$ cat src/rtl/bf16_multiplier.sv
// bfloat16 multiplier with round-to-nearest-even, flush-to-zero and canonical NaN (build option BF16_MULT_PIPE2_EN).
// Latency: 1 cycle from A/B to O; 2 cycles when BF16_MULT_PIPE2_EN is defined.
// Backpressure: none; a new operand pair is accepted every cycle and O updates every cycle.
module bf16_multiplier #(
    parameter int DATA_TYPE = 16
) (
    input  logic                 clk,
    input  logic                 rst,
    input  logic [DATA_TYPE-1:0] A,
    input  logic [DATA_TYPE-1:0] B,
    output logic [DATA_TYPE-1:0] O
);

    if (DATA_TYPE != 16) begin : g_width_check
        $error("bf16_multiplier: only DATA_TYPE = 16 (BF16) is supported");
    end

    // Operand class carried alongside the datapath; NORM must encode as 0 for reset.
    typedef enum logic [1:0] {
        CLS_NORM = 2'd0,
        CLS_ZERO = 2'd1,
        CLS_INF  = 2'd2,
        CLS_NAN  = 2'd3
    } cls_t;

    // Field decode
    logic       sign_a, sign_b;
    logic [7:0] exp_a, exp_b;
    logic [6:0] man_a, man_b;
    logic       a_zero, b_zero, a_inf, b_inf, a_nan, b_nan;

    assign sign_a = A[15];
    assign sign_b = B[15];
    assign exp_a  = A[14:7];
    assign exp_b  = B[14:7];
    assign man_a  = A[6:0];
    assign man_b  = B[6:0];

    // Subnormals count as zero; the mantissa is ignored when exp is 0.
    assign a_zero = (exp_a == 8'h00);
    assign b_zero = (exp_b == 8'h00);
    assign a_inf  = (exp_a == 8'hFF) && (man_a == 7'h00);
    assign b_inf  = (exp_b == 8'hFF) && (man_b == 7'h00);
    assign a_nan  = (exp_a == 8'hFF) && (man_a != 7'h00);
    assign b_nan  = (exp_b == 8'hFF) && (man_b != 7'h00);

    // First-stage results: sign, biased exponent sum, raw significand product, class.
    logic               s1_sign;
    logic signed [9:0]  s1_exp;
    logic [15:0]        s1_prod;
    cls_t               s1_cls;

    assign s1_sign = sign_a ^ sign_b;
    assign s1_exp  = $signed({2'b00, exp_a}) + $signed({2'b00, exp_b}) - 10'sd127;
    assign s1_prod = {8'd0, 1'b1, man_a} * {8'd0, 1'b1, man_b};

    // Special-case priority: NaN (incl. inf*0) beats inf, inf beats zero.
    always_comb begin
        s1_cls = CLS_NORM;
        if (a_nan || b_nan || (a_inf && b_zero) || (a_zero && b_inf)) begin
            s1_cls = CLS_NAN;
        end else if (a_inf || b_inf) begin
            s1_cls = CLS_INF;
        end else if (a_zero || b_zero) begin
            s1_cls = CLS_ZERO;
        end
    end

    // Second-stage inputs: either the first-stage wires or a pipeline register.
    logic               st_sign;
    logic signed [9:0]  st_exp;
    logic [15:0]        st_prod;
    cls_t               st_cls;

`ifdef BF16_MULT_PIPE2_EN
    logic               p_sign;
    logic signed [9:0]  p_exp;
    logic [15:0]        p_prod;
    cls_t               p_cls;

    // Split the multiply from normalize/round/pack.
    always_ff @(posedge clk or posedge rst) begin
        if (rst) begin
            p_sign <= 1'b0;
            p_exp  <= '0;
            p_prod <= '0;
            p_cls  <= CLS_NORM;
        end else begin
            p_sign <= s1_sign;
            p_exp  <= s1_exp;
            p_prod <= s1_prod;
            p_cls  <= s1_cls;
        end
    end

    assign st_sign = p_sign;
    assign st_exp  = p_exp;
    assign st_prod = p_prod;
    assign st_cls  = p_cls;
`else
    assign st_sign = s1_sign;
    assign st_exp  = s1_exp;
    assign st_prod = s1_prod;
    assign st_cls  = s1_cls;
`endif

    logic               hi;
    logic [6:0]         mant;
    logic               guard, sticky, round_up;
    logic [7:0]         mant_rnd;
    logic signed [9:0]  exp_fin;
    logic [15:0]        result;

    // Normalize, round to nearest even, then range-check and pack.
    always_comb begin
        hi       = st_prod[15];
        mant     = hi ? st_prod[14:8] : st_prod[13:7];
        guard    = hi ? st_prod[7]    : st_prod[6];
        sticky   = hi ? (|st_prod[6:0]) : (|st_prod[5:0]);
        round_up = guard & (sticky | mant[0]);
        mant_rnd = {1'b0, mant} + {7'd0, round_up};
        // A carry out leaves mant_rnd[6:0] at zero and bumps the exponent.
        exp_fin  = st_exp + $signed({9'd0, hi}) + $signed({9'd0, mant_rnd[7]});
        result   = {st_sign, exp_fin[7:0], mant_rnd[6:0]};
        case (st_cls)
            CLS_NAN:  result = 16'h7FC0;
            CLS_INF:  result = {st_sign, 8'hFF, 7'h00};
            CLS_ZERO: result = {st_sign, 15'h0000};
            default: begin
                if (exp_fin >= 10'sd255) begin
                    result = {st_sign, 8'hFF, 7'h00};
                end else if (exp_fin <= 10'sd0) begin
                    result = {st_sign, 15'h0000};
                end
            end
        endcase
    end

    // Output register, cleared asynchronously.
    always_ff @(posedge clk or posedge rst) begin
        if (rst) begin
            O <= '0;
        end else begin
            O <= result;
        end
    end

endmodule

$ cat config.mk
export PLATFORM = sky130hd
export DESIGN_NAME = bf16_multiplier
export DESIGN_NICKNAME = d
export VERILOG_FILES = /design/src/rtl/bf16_multiplier.sv
export SDC_FILE = /design/constraint.sdc
export NUM_CORES = 1
export LEC_CHECK = 0
export CORE_MARGIN = 4
export CORE_UTILIZATION = 55
export DETAILED_ROUTE_END_ITERATION = 16
export MAX_ROUTING_LAYER = met4
export PLACE_DENSITY = 0.8
export SYNTH_ARGS = -nofsm -noshare
export SYNTH_HDL_FRONTEND = slang
export SYNTH_SLANG_ARGS = --single-unit
$ cat constraint.sdc
create_clock -name clk -period 0.8 [get_ports clk]
set_clock_uncertainty 0.2 [all_clocks]
set_input_delay 0.16 -clock clk [delete_from_list [all_inputs] [get_ports clk]]
set_output_delay 0.16 -clock clk [all_outputs]
set_load 0.05 [all_outputs]
==> results of run 1 <==
## synthesized netlist by cell type, drive strengths merged (2+ instances only)
library cell   n  area share, %
inv           77            8.0
ha            50             17
fa            38             21
and2          35            6.1
nor2          25            2.6
nand2         21            2.2
o21ai         18            2.5
dfrtp         16             11
xnor2         14            3.4
nor3          11            1.5
xor2          10            2.6
a21oi          9            1.3
nand3          9            1.3
a211oi         8            1.7
nor4           8            1.4
o21a           7            1.5
or2            7            1.2
or3            7            1.2
and3           5           0.87
nand4          4           0.70
o31ai          4           0.84
buf            3           0.42
mux2i          3           0.84
nor2b          3           0.52
o211ai         3           0.63
a211o          2           0.49
a21o           2           0.42
nand2b         2           0.35
o2111ai        2           0.49
o211a          2           0.56
## repair_timing
item	4_1_cts
pin swaps	42
resized for setup	181
buffers inserted	15
setup endpoints to repair	32
## routing by layer
layer | GRT overflow | GRT usage [%]
met5 | - | -
met1 | 0 | 59.6
met3 | 0 | 44.8
met2 | 2 | 83.4
met4 | 0 | 58.2
## stage by stage
| step | util [%] | hold slack (ns) |
|---|---|---|
| after floorplan | - | -0.127 |
| after global placement | 85.4 | 0.282 |
| after CTS | 91.3 | 0.0675 |
| after detailed placement | 85.4 | 0.317 |
## cells by family after synthesis
kind of cell,Yosys count
DFF,16
xor gates and xnor gates,24
muxes,4
buffers and inverters,81
and+or+nand+nor,141
AOI/OAI and AO/OA,70
adders and majority gates,88
==> flow_metrics.env, run 1 <==
export IMPL_status="stopped before the end"
export IMPL_stop_stage="5_1_grt"
export IMPL_error="[ERROR GRT-0232] Routing congestion too high. Check the congestion heatmap in the GUI."
export IMPL_gp_congestion=1.09
export IMPL_yosysWarnings=0
export IMPL_worst_endpoint="O[12]$_DFF_PP0_/D"
export IMPL_hold_buffers=0
export IMPL_synth_area_um2=3590
export IMPL_synthCells=424
export IMPL_grt_max_degree=17
export IMPL_numPortBuffers=49
export IMPL_synth_async_reset_ratio_pct=100
export IMPL_cts_root_buf="clkbuf_8"
export IMPL_initial_core_util_pct=56.6
export IMPL_track_usage_pct=63.3
export IMPL_place_area_um2=5420
export IMPL_synthAdderAreaFrac_pct=38.6
export IMPL_dpl_hpwl_um=9730
export IMPL_synth_compound_area_share_pct=13.3
export IMPL_worst_endpoint_kind="sequential cell input"
export IMPL_pre_cts_slack_ns=-6.83
export IMPL_cts_htree_levels=1
export IMPL_syn_num_nets=546
export IMPL_die_h_um=88.8
export IMPL_yosysSeqAreaShare_pct=11.1
export IMPL_placementRows=29
export IMPL_avgSynthCellArea_um2=8.48
export IMPL_placed_cells=673
export IMPL_cts_buffers=3
export IMPL_ctsLongestPathBuffers=2
export IMPL_synth_mux_area_fraction_pct=1.25
export IMPL_synth_xor_area_share_pct=6.06
export IMPL_synth_flop_cell="dfrtp_1"
export IMPL_die_x_um=88.8
export IMPL_synth_edf_count=0
export IMPL_synth_cell_types=53
export IMPL_synth_top_family_by_area="adder cells"
export IMPL_numClockSinks=16
export IMPL_io_pins=50
export IMPL_ys_ff_latch=16
export IMPL_grt_overflow_total=2
export IMPL_synthSimpleGateAreaFrac_pct=21.1
==> run 2, diff against run 1 <==
--- a/config.mk
+++ b/config.mk
@@ -6,10 +6,9 @@
 export NUM_CORES = 1
 export LEC_CHECK = 0
 export CORE_MARGIN = 4
-export CORE_UTILIZATION = 55
+export CORE_UTILIZATION = 40
 export DETAILED_ROUTE_END_ITERATION = 16
-export MAX_ROUTING_LAYER = met4
-export PLACE_DENSITY = 0.8
+export PLACE_DENSITY_LB_ADDON = 0.15
 export SYNTH_ARGS = -nofsm -noshare
 export SYNTH_HDL_FRONTEND = slang
 export SYNTH_SLANG_ARGS = --single-unit
==> run 2 against run 1 <==
  * The flow now finishes, with violations (negative setup slack)
  * Synthesized area is the same
  * Synthesized cell count unchanged
==> flow_metrics.env, run 2 <==
export IMPL_initial_core_util_pct=41.2
export IMPL_grt_pass1_vias=3598
export IMPL_clk_pin_slew_ns=0.06
export IMPL_dpl_hpwl_um=8220
export IMPL_area_growth_syn_to_layout_pct=66.9
export IMPL_placementRows=34
export IMPL_drv_slew=0
export IMPL_regMostFlops="O"
export IMPL_yosysMostFrequentCell="inv_1"
export IMPL_fin_crit_sh_pct=836
export IMPL_hold_viol_final=0
export IMPL_failed_checks="negative setup slack"
export IMPL_synth_mux_area_fraction_pct=1.25
export IMPL_grt_max_degree=17
export IMPL_top_regs="O x16"
export IMPL_num_antenna_cells=0
export IMPL_synth_largest_area_cell="fa_1"
export IMPL_drt_iter0_markers=91
export IMPL_largest_reg_flops=16
export IMPL_p_total_mw=20.0
export IMPL_area_sequential_um2=412
export IMPL_fin_util_pct=68.8
export IMPL_max_freq_ghz=0.150
export IMPL_peakVddDrop_uv=1880
export IMPL_drt_vias_per_instance=4.85
export IMPL_syn_num_nets=546
export IMPL_numClockSinks=16
export IMPL_multi_input_area_um2=3380
export IMPL_mostFrequentLayoutCells="128 x buf_4, 70 x inv_1, 46 x ha_1"
export IMPL_p_leak_nw=2.94
export IMPL_antenna_found_initial=0
export IMPL_synthSimpleGateAreaFrac_pct=21.1
export IMPL_rsz0062_at_grt="true"
export IMPL_power_density_nw_per_um2=3340
export IMPL_worstPathMaxFanout=7
export IMPL_crit_path_start_kind="input pin"
export IMPL_maxSlewHeadroom_pct=68.9
export IMPL_vias=3510
export IMPL_ys_top_cells_by_area="fa_1 21%, ha_1 17%, dfrtp_1 11%"
export IMPL_final_common_cell="buf_4"
export IMPL_cts_buffers=3
export IMPL_yosysSeqAreaShare_pct=11.1
export IMPL_end_kind="flip-flop"
export IMPL_drc=0
export IMPL_synth_cell_types=53
export IMPL_stdcell_count=724
export IMPL_cts_root_buf="clkbuf_8"
export IMPL_firstDrtPassIters=4
export IMPL_synth_async_reset_ratio_pct=100
export IMPL_yosysWarnings=0
export IMPL_track_usage_pct=19.0
export IMPL_avgSynthCellArea_um2=8.48
export IMPL_ys_ff_latch=16
export IMPL_synthAdderAreaFrac_pct=38.6
export IMPL_synthCells=424
export IMPL_numPortBuffers=49
export IMPL_ctsLongestPathBuffers=2
export IMPL_min_path_type="input pin to async pin"
export IMPL_synth_top_area_share_pct=21.2
export IMPL_worst_slew_pin_slew_ns=0.461
export IMPL_synth_xor_area_share_pct=6.06
export IMPL_worst_endpoint_arrival_ns=6.61
export IMPL_cp_required_ns=0.72
export IMPL_status="finished, violations left"
export IMPL_synth_flop_cell="dfrtp_1"
export IMPL_routedWlPerCell_um=13.1
export IMPL_detail_route_wirelength_um=9520
export IMPL_maxCapViolCount=0
export IMPL_placed_cells=705
export IMPL_core_um2=8720
export IMPL_ant_nets=0
export IMPL_path_class="input pin to flip-flop"
export IMPL_synth_edf_count=0
export IMPL_dieArea_um2=10600
export IMPL_cts_htree_levels=1
export IMPL_grt_first_pass_wirelength_um=16400
export IMPL_synth_compound_area_share_pct=13.3
export IMPL_layout_drive_gt1_share_pct=46.4
export IMPL_synthTopCellsByCount="77 x inv_1, 50 x ha_1, 38 x fa_1"
export IMPL_final_nets=739
export IMPL_io_pins=50
export IMPL_gp_congestion=0.909
export IMPL_layout_setup_ws_ns=-5.89
export IMPL_min_period_ns=6.69
export IMPL_die_x_um=103
export IMPL_synth_top_family_by_area="adder cells"
export IMPL_die_h_um=103
export IMPL_setup_violations_final=32
export IMPL_grt_overflow_total=0
export IMPL_fillers=675
export IMPL_cts_tree="yes"
export IMPL_synth_area_um2=3590
export IMPL_hold_buffers=0
==> run 2: power by group <==
part	leakage, nW	switching [mW]	total, mW	internal [mW]
sequential	0.183	0.253	1.45	1.19
clock	0.0288	0.252	0.688	0.436
combinational	2.72	8.47	17.9	9.41
==> run 2: cell type report <==
| class | instances | area share [%] |
|---|---|---|
| inverter | 77 | 4.82 |
| timing repair buffer | 192 | 28.8 |
| tap | 108 | 2.25 |
| sequential | 16 | 6.87 |
| multi-input combinational | 327 | 56.4 |
| clock buffer | 4 | 0.918 |
==> run 2: logic make-up (layout without fill, tap and decap cells) <==
kind of cell               Yosys count  in the layout
AOI/OAI and AO/OA                   70             70
DFF                                 16             16
xor gates and xnor gates            24             24
and+or+nand+nor                    141            141
buffers and inverters               81            273
muxes                                4              4
adders and majority gates           88             88
==> run 2: stage by stage <==
stage	hold WS [ns]	setup TNS, ns	worst slack, ns	cell area (um^2)
final	0.0222	-93.88	-5.89	6000
after global placement	0.280	-100.64	-6.55	5470
after global routing	0.0409	-97.74	-6.12	6000
after floorplan	-0.127	-88.44	-5.84	3740
after detailed placement	0.292	-102.50	-6.67	5470
after CTS	0.0269	-95.10	-5.98	5790
==> run 2: what timing repair did <==
item / in CTS / in global routing
pin swaps: 44 / 37
buffers inserted: 15 / 5
gates cloned: 0 / 0
gates resized for setup: 171 / 47
setup endpoints to repair: 32 / 32
==> run 2: worst max-delay path: stages <==
cell       delay [ns]
buf_4            0.13
buf_6            0.13
and2_4           0.13
fa_2             0.36
fa_1             0.50
inv_1            0.05
fa_1             0.47
fa_1             0.49
inv_1            0.04
ha_2             0.18
or2_0            0.23
o21a_1           0.22
o31a_1           0.31
or4b_4           0.53
or4_4            0.45
nor3_4           0.22
fa_2             0.24
inv_2            0.04
fa_2             0.36
nor2b_4          0.13
o2111ai_2        0.13
a311o_1          0.33
o311ai_4         0.09
nand2_2          0.12
a211o_1          0.34
o21ai_4          0.12
o21ai_1          0.11
==> run 2: routing by layer <==
metal | share of wire [%] | up-vias | track usage, %
met4 | 0.84 | 0 | 2.79
met2 | 50 | 60 | 33.4
met1 | 46 | 1639 | 26.6
met3 | 3.4 | 8 | 0.609
met5 | 0 | - | 0
li1 | - | 1803 | -
==> run 2: worst max path at each step <==
stage / start / end / cells past startpoint
4_1_cts: A[4] / O[7] / 29
6_report: A[3] / O[9] / 27
3_5_place_dp: A[2] / O[7] / 28
2_1_floorplan: A[2] / O[10] / 27
5_1_grt: A[4] / O[9] / 28
3_3_place_gp: A[2] / O[7] / 28
Note: power is estimated with default switching activity, not from simulation.
